**config.mk**
```make
export PLATFORM = sky130hd
export DESIGN_NAME = morse_decoder_flat
export DESIGN_NICKNAME = d
export VERILOG_FILES = /design/src/rtl/morse_decoder_if.sv /design/src/rtl/morse_decoder.sv /design/src/flat_wrapper.sv
export SDC_FILE = /design/constraint.sdc
export NUM_CORES = 1
export LEC_CHECK = 0
export CORE_ASPECT_RATIO = 0.9
export CORE_MARGIN = 4
export CORE_UTILIZATION = 50
export CTS_CLUSTER_SIZE = 20
export DETAILED_ROUTE_END_ITERATION = 7
export PLACE_DENSITY = 0.66
export SLEW_MARGIN = 20
export SYNTH_ARGS = -nofsm -noshare
export SYNTH_HDL_FRONTEND = slang
export SYNTH_SLANG_ARGS = --single-unit
```
**constraint.sdc**
```tcl
create_clock -name ClockIn -period 2.7 [get_ports ClockIn]
set_clock_uncertainty 0.2 [all_clocks]
set_input_delay 0.27 -clock ClockIn [delete_from_list [all_inputs] [get_ports ClockIn]]
set_output_delay 0.27 -clock ClockIn [all_outputs]
set_load 0.02 [all_outputs]
```
**src/rtl/morse_decoder_if.sv**
```systemverilog
// Morse decoder signal bundle: serial input line plus decoded letter outputs.
interface morse_decoder_if;
    logic       DotDashIn;
    logic [2:0] Letter;
    logic       LetterValid;
    logic       Error;
    logic       Busy;

    // Line driver / result consumer side.
    modport master (
        output DotDashIn,
        input  Letter,
        input  LetterValid,
        input  Error,
        input  Busy
    );

    // Decoder side.
    modport slave (
        input  DotDashIn,
        output Letter,
        output LetterValid,
        output Error,
        output Busy
    );
endinterface

```
**src/rtl/morse_decoder.sv**
```systemverilog
// Morse decoder: aligns to the first rising edge of a 12-bit frame, samples each
// bit at its centre, and matches the frame against an 8-letter table (A..H).
module morse_decoder #(
    parameter int TICKS = 250
) (
    input  logic           ClockIn,
    input  logic           Resetn,
    morse_decoder_if.slave bus
);

    localparam int CNT_W = $clog2(TICKS);
    localparam logic [CNT_W-1:0] HALF_LOAD = CNT_W'(TICKS / 2 - 1);
    localparam logic [CNT_W-1:0] FULL_LOAD = CNT_W'(TICKS - 1);

    typedef enum logic [1:0] {
        ST_IDLE   = 2'd0,
        ST_ALIGN  = 2'd1,
        ST_SHIFT  = 2'd2,
        ST_DECIDE = 2'd3
    } state_t;

    state_t           state_r, state_next_s;
    logic [CNT_W-1:0] cnt_r, cnt_next_s;
    logic [11:0]      frame_r, frame_next_s;
    logic [3:0]       bit_r, bit_next_s;
    logic             prev_in_r;
    logic [2:0]       letter_r, letter_next_s;
    logic             valid_r, valid_next_s;
    logic             error_r, error_next_s;
    logic             busy_r;
    logic             rise_s;
    logic [3:0]       match_s;

    // Table lookup: returns {hit, letter code}; hit=0 when no entry matches.
    function automatic logic [3:0] decode_frame(input logic [11:0] f);
        logic [3:0] r;
        case (f)
            12'b101110000000: r = {1'b1, 3'd0};
            12'b111010101000: r = {1'b1, 3'd1};
            12'b111010111010: r = {1'b1, 3'd2};
            12'b111010100000: r = {1'b1, 3'd3};
            12'b100000000000: r = {1'b1, 3'd4};
            12'b101011101000: r = {1'b1, 3'd5};
            12'b111011101000: r = {1'b1, 3'd6};
            12'b101010100000: r = {1'b1, 3'd7};
            default:          r = 4'b0000;
        endcase
        return r;
    endfunction

    assign rise_s  = bus.DotDashIn & ~prev_in_r;
    assign match_s = decode_frame(frame_r);

    // Next-state and datapath decisions; sample points fall where the tick counter hits zero.
    always_comb begin
        state_next_s  = state_r;
        cnt_next_s    = cnt_r;
        frame_next_s  = frame_r;
        bit_next_s    = bit_r;
        letter_next_s = letter_r;
        valid_next_s  = 1'b0;
        error_next_s  = 1'b0;
        case (state_r)
            ST_IDLE: begin
                if (rise_s) begin
                    cnt_next_s   = HALF_LOAD;
                    state_next_s = ST_ALIGN;
                end else begin
                    state_next_s = ST_IDLE;
                end
            end
            ST_ALIGN: begin
                if (cnt_r == '0) begin
                    if (bus.DotDashIn) begin
                        frame_next_s = 12'd1;
                        bit_next_s   = 4'd1;
                        cnt_next_s   = FULL_LOAD;
                        state_next_s = ST_SHIFT;
                    end else begin
                        // MSB low at its centre: the edge was a glitch.
                        state_next_s = ST_IDLE;
                    end
                end else begin
                    cnt_next_s = cnt_r - CNT_W'(1);
                end
            end
            ST_SHIFT: begin
                if (cnt_r == '0) begin
                    // Reload rather than free-run so every sample is exactly TICKS apart.
                    frame_next_s = {frame_r[10:0], bus.DotDashIn};
                    cnt_next_s   = FULL_LOAD;
                    if (bit_r == 4'd11) begin
                        bit_next_s   = 4'd0;
                        state_next_s = ST_DECIDE;
                    end else begin
                        bit_next_s = bit_r + 4'd1;
                    end
                end else begin
                    cnt_next_s = cnt_r - CNT_W'(1);
                end
            end
            ST_DECIDE: begin
                if (match_s[3]) begin
                    letter_next_s = match_s[2:0];
                    valid_next_s  = 1'b1;
                end else begin
                    error_next_s = 1'b1;
                end
                state_next_s = ST_IDLE;
            end
            default: begin
                state_next_s = ST_IDLE;
            end
        endcase
    end

    // FSM state register.
    always_ff @(posedge ClockIn or negedge Resetn) begin
        if (!Resetn) begin
            state_r <= ST_IDLE;
        end else begin
            state_r <= state_next_s;
        end
    end

    // Datapath and output registers; prev_in_r tracks the line in every state.
    always_ff @(posedge ClockIn or negedge Resetn) begin
        if (!Resetn) begin
            cnt_r     <= '0;
            frame_r   <= 12'd0;
            bit_r     <= 4'd0;
            prev_in_r <= 1'b0;
            letter_r  <= 3'd0;
            valid_r   <= 1'b0;
            error_r   <= 1'b0;
            busy_r    <= 1'b0;
        end else begin
            cnt_r     <= cnt_next_s;
            frame_r   <= frame_next_s;
            bit_r     <= bit_next_s;
            prev_in_r <= bus.DotDashIn;
            letter_r  <= letter_next_s;
            valid_r   <= valid_next_s;
            error_r   <= error_next_s;
            busy_r    <= (state_next_s != ST_IDLE);
        end
    end

    assign bus.Letter      = letter_r;
    assign bus.LetterValid = valid_r;
    assign bus.Error       = error_r;
    assign bus.Busy        = busy_r;

endmodule

```
**src/flat_wrapper.sv**
```systemverilog
// flat-port wrapper written by rule: the top's interface ports become plain ports
module morse_decoder_flat 
#(
    parameter int TICKS = 250
)
  (ClockIn, Resetn, bus_DotDashIn, bus_Letter, bus_LetterValid, bus_Error, bus_Busy);
  morse_decoder_if bus_i ();
  input  logic ClockIn;
  input  logic Resetn;
  input wire logic [$bits(bus_i.DotDashIn)-1:0] bus_DotDashIn;
  output wire logic [$bits(bus_i.Letter)-1:0] bus_Letter;
  output wire logic [$bits(bus_i.LetterValid)-1:0] bus_LetterValid;
  output wire logic [$bits(bus_i.Error)-1:0] bus_Error;
  output wire logic [$bits(bus_i.Busy)-1:0] bus_Busy;
  assign bus_i.DotDashIn = bus_DotDashIn;
  assign bus_Letter = bus_i.Letter;
  assign bus_LetterValid = bus_i.LetterValid;
  assign bus_Error = bus_i.Error;
  assign bus_Busy = bus_i.Busy;
  morse_decoder #(.TICKS(TICKS)) u_core (.ClockIn(ClockIn), .Resetn(Resetn), .bus(bus_i));
endmodule
```
==> results_dict.tcl <==
set metrics [dict create \
    startpoint_type "register" \
    yosysSeqAreaShare_pct 44.09 \
    end_kind "register" \
    via_per_inst 5.804 \
    holdWs_ns 0.1785 \
    syn_to_final_growth_pct 9.886 \
    async_reset_ff_share_pct 100.0 \
    fp-row-count 20 \
    gp_congestion 0.7848 \
    numCtsBuffers 5 \
    syn_nets 195 \
    slew_viol_final 0 \
    dieArea_um2 4791 \
    yosysMostFrequentCell "dfrtp_1" \
    hold_class "primary input to async pin" \
    fin_area_um2 2058 \
    nNetsFinal 205 \
    period_share_pct 89.48 \
    run_status "complete, no violations" \
    crit_path_frequent_cell "nor3_1" \
    die_w_um 72.52 \
    wl_per_cell_um 14.45 \
    drc 0 \
    ir_worst_vdd_uv 466.4 \
    fp.dieH_um 66.07 \
    synth_top_area_cell "dfrtp_1" \
    cts_resized 0 \
    setup_viol 0 \
    leakage_nw 0.9324 \
    syn_area_um2 1873 \
    ant_nets 0 \
    avgSynthCellArea_um2 10.12 \
    grt_pass1_wl_um 6044 \
    yosys-top-cells-area "dfrtp_1, a22o_1, ha_1" \
    routed_wl_um 3468 \
    finish.utilization_pct 59.17 \
    crit_chain "inv_1, ha_1, or4b_4, nor3_1, nor3_1, buf_4, nand4_1, o221a_2" \
    place_area_um2 1957 \
    grt_util_all_layers_pct 16.31 \
    grt_overflow 0 \
    core_um2 3478 \
    grt_pass1_vias 1324 \
    critPathRequiredTime_ns 2.67 \
    hold_buffers 0 \
    max_cap_viol_count 0 \
    synth_edf_count 0 \
    diodes 0 \
    htreeDepth 2 \
    clkSinkCount 33 \
    clk_pin_slew_ns 0.07 \
    clk_latency_ns 0.28 \
    dp_hpwl_um 2454 \
    cp_slowest_stage_delay_ns 0.61 \
    path_max_fanout 8 \
    io_pins 9 \
    cp_data_arrival_time_ns 2.39 \
    dp_cells 232 \
    critical_path_class "register to register" \
    synth_common_cells "dfrtp_1, nand2_1, a22o_1, o21ai_0, nor2_1" \
    slew_headroom_pct 50.88 \
    synth_cell_types 51 \
    finalHoldViolCount 0 \
    cts_root_buf "clkbuf_8" \
    cts_buffer_depth 2 \
    yosysWarnings 0 \
    ys_ff_latch 33 \
    clock.fmax_ghz 0.4139 \
    synthCells 185 \
    synth-main-ff-cell "dfrtp_1" \
    vias 1393 \
    port_buffers 8 \
    postCtsSetupBuffers 0 \
    cts_tree "yes" \
    tightest_slew_ns 0.7311 \
    nFillCells 306 \
    drive_above_1_share_pct 13.27 \
    antenna_found_initial 0 \
    fin_crit_ns 2.416 \
    slowest_stage "nor3_1" \
    synth_top_area_share_pct 44.09 \
    fin_setup_tns_ns 0 \
    rsz0062_at_grt "no" \
    start_util_pct 53.85 \
    fin_cells 240 \
    grt_max_degree 34 \
    drt_iter0_drc 78 \
    firstDrtPassIters 4 \
    power_density_nw_per_um2 701.1 \
]
==> registers in the layout, summed over array words and instances (netlist names) <==
name / count
u_core.cnt_r: 8
u_core.bus.Letter: 3
u_core.bus.Error: 1
u_core.bus.Busy: 1
u_core.frame_r: 12
u_core.bus.LetterValid: 1
u_core.state_r: 2
u_core.bit_r: 4
u_core.prev_in_r: 1
==> cell families (layout without fill, tap and decap cells) <==
logic type	count (synthesis)	in the layout	share of synthesized area [%]
xor gates and xnor gates	2	2	0.9354
buffers and inverters	19	30	6.546
adders and majority gates	7	7	4.676
and+or+nand+nor	67	67	20.44
muxes	3	3	1.803
DFF	33	33	44.09
AOI/OAI and AO/OA	54	54	21.51
==> worst max-delay path, delay by kind of cell (launching register included) <==
kind | cells | cell delay [ns]
simple gates | 4 | 1.07
buf+inv | 2 | 0.34
fa+ha+maj | 1 | 0.23
flops | 1 | 0.35
compound gates | 1 | 0.13
==> cell usage in the layout, fill, tap and decap left out, types with 3 or more instances in the layout <==
| cell | instances |
|---|---|
| dfrtp_1 | 33 |
| a21oi_1 | 9 |
| buf_4 | 5 |
| a22o_1 | 13 |
| clkbuf_8 | 7 |
| o21ai_0 | 13 |
| nor2b_1 | 3 |
| inv_1 | 9 |
| clkdlybuf4s50_1 | 8 |
| nand2b_1 | 4 |
| nand3_1 | 3 |
| nand2_1 | 18 |
| ha_1 | 7 |
| nor3_1 | 7 |
| nor2_1 | 11 |
==> final cells by class <==
type | instances | area [µm²] | area share [%]
Timing Repair Buffer | 13 | 117.6 | 5.714
Tap cell | 44 | 55.05 | 2.675
Multi-Input combinational cell | 133 | 924.6 | 44.92
Inverter | 9 | 33.78 | 1.641
Clock inverter | 1 | 5.005 | 0.2432
Clock buffer | 7 | 96.34 | 4.681
Sequential cell | 33 | 825.8 | 40.12
==> final timing paths <==
check,from,slack [ns],to,depth (start not counted)
max,u_core.cnt_r[0],0.28,u_core.cnt_r[4],8
min,Resetn,0.18,u_core.bit_r[3],2
max reg2reg,u_core.cnt_r[0],0.28,u_core.cnt_r[4],8
min reg2reg,u_core.bus.Letter[1],0.28,u_core.bus.Letter[1],2
max in group asynchronous,Resetn,1.81,u_core.cnt_r[0],2
min in group ClockIn,u_core.bus.Letter[1],0.28,u_core.bus.Letter[1],2
==> layer usage <==
metal  up-vias  GRT usage (%)  wire length (µm)
met3         5          4.863               117
met4         0          6.682                44
met2        25          22.50              1461
met5         -              0                 0
li1        684              -                 -
met1       679          23.56              1843
==> power by group <==
group,leakage [nW],internal (mW),switching [mW]
Sequential,0.421,0.549,0.0511
Combinational,0.457,0.182,0.258
Clock,0.0542,0.230,0.172
Total,0.932,0.962,0.481
==> per-stage QoR <==
| stage | setup slack [ns] | power (mW) |
|---|---|---|
| final | 0.2840 | 1.443 |
| after global routing | 0.1227 | 1.546 |
| after CTS | 0.2952 | 1.459 |
| after detailed placement | 0.2812 | 1.046 |
| after global placement | 0.3324 | 1.027 |
| after floorplan | 0.4467 | 0.9356 |
No activity file was read; power rests on OpenSTA's default activity.
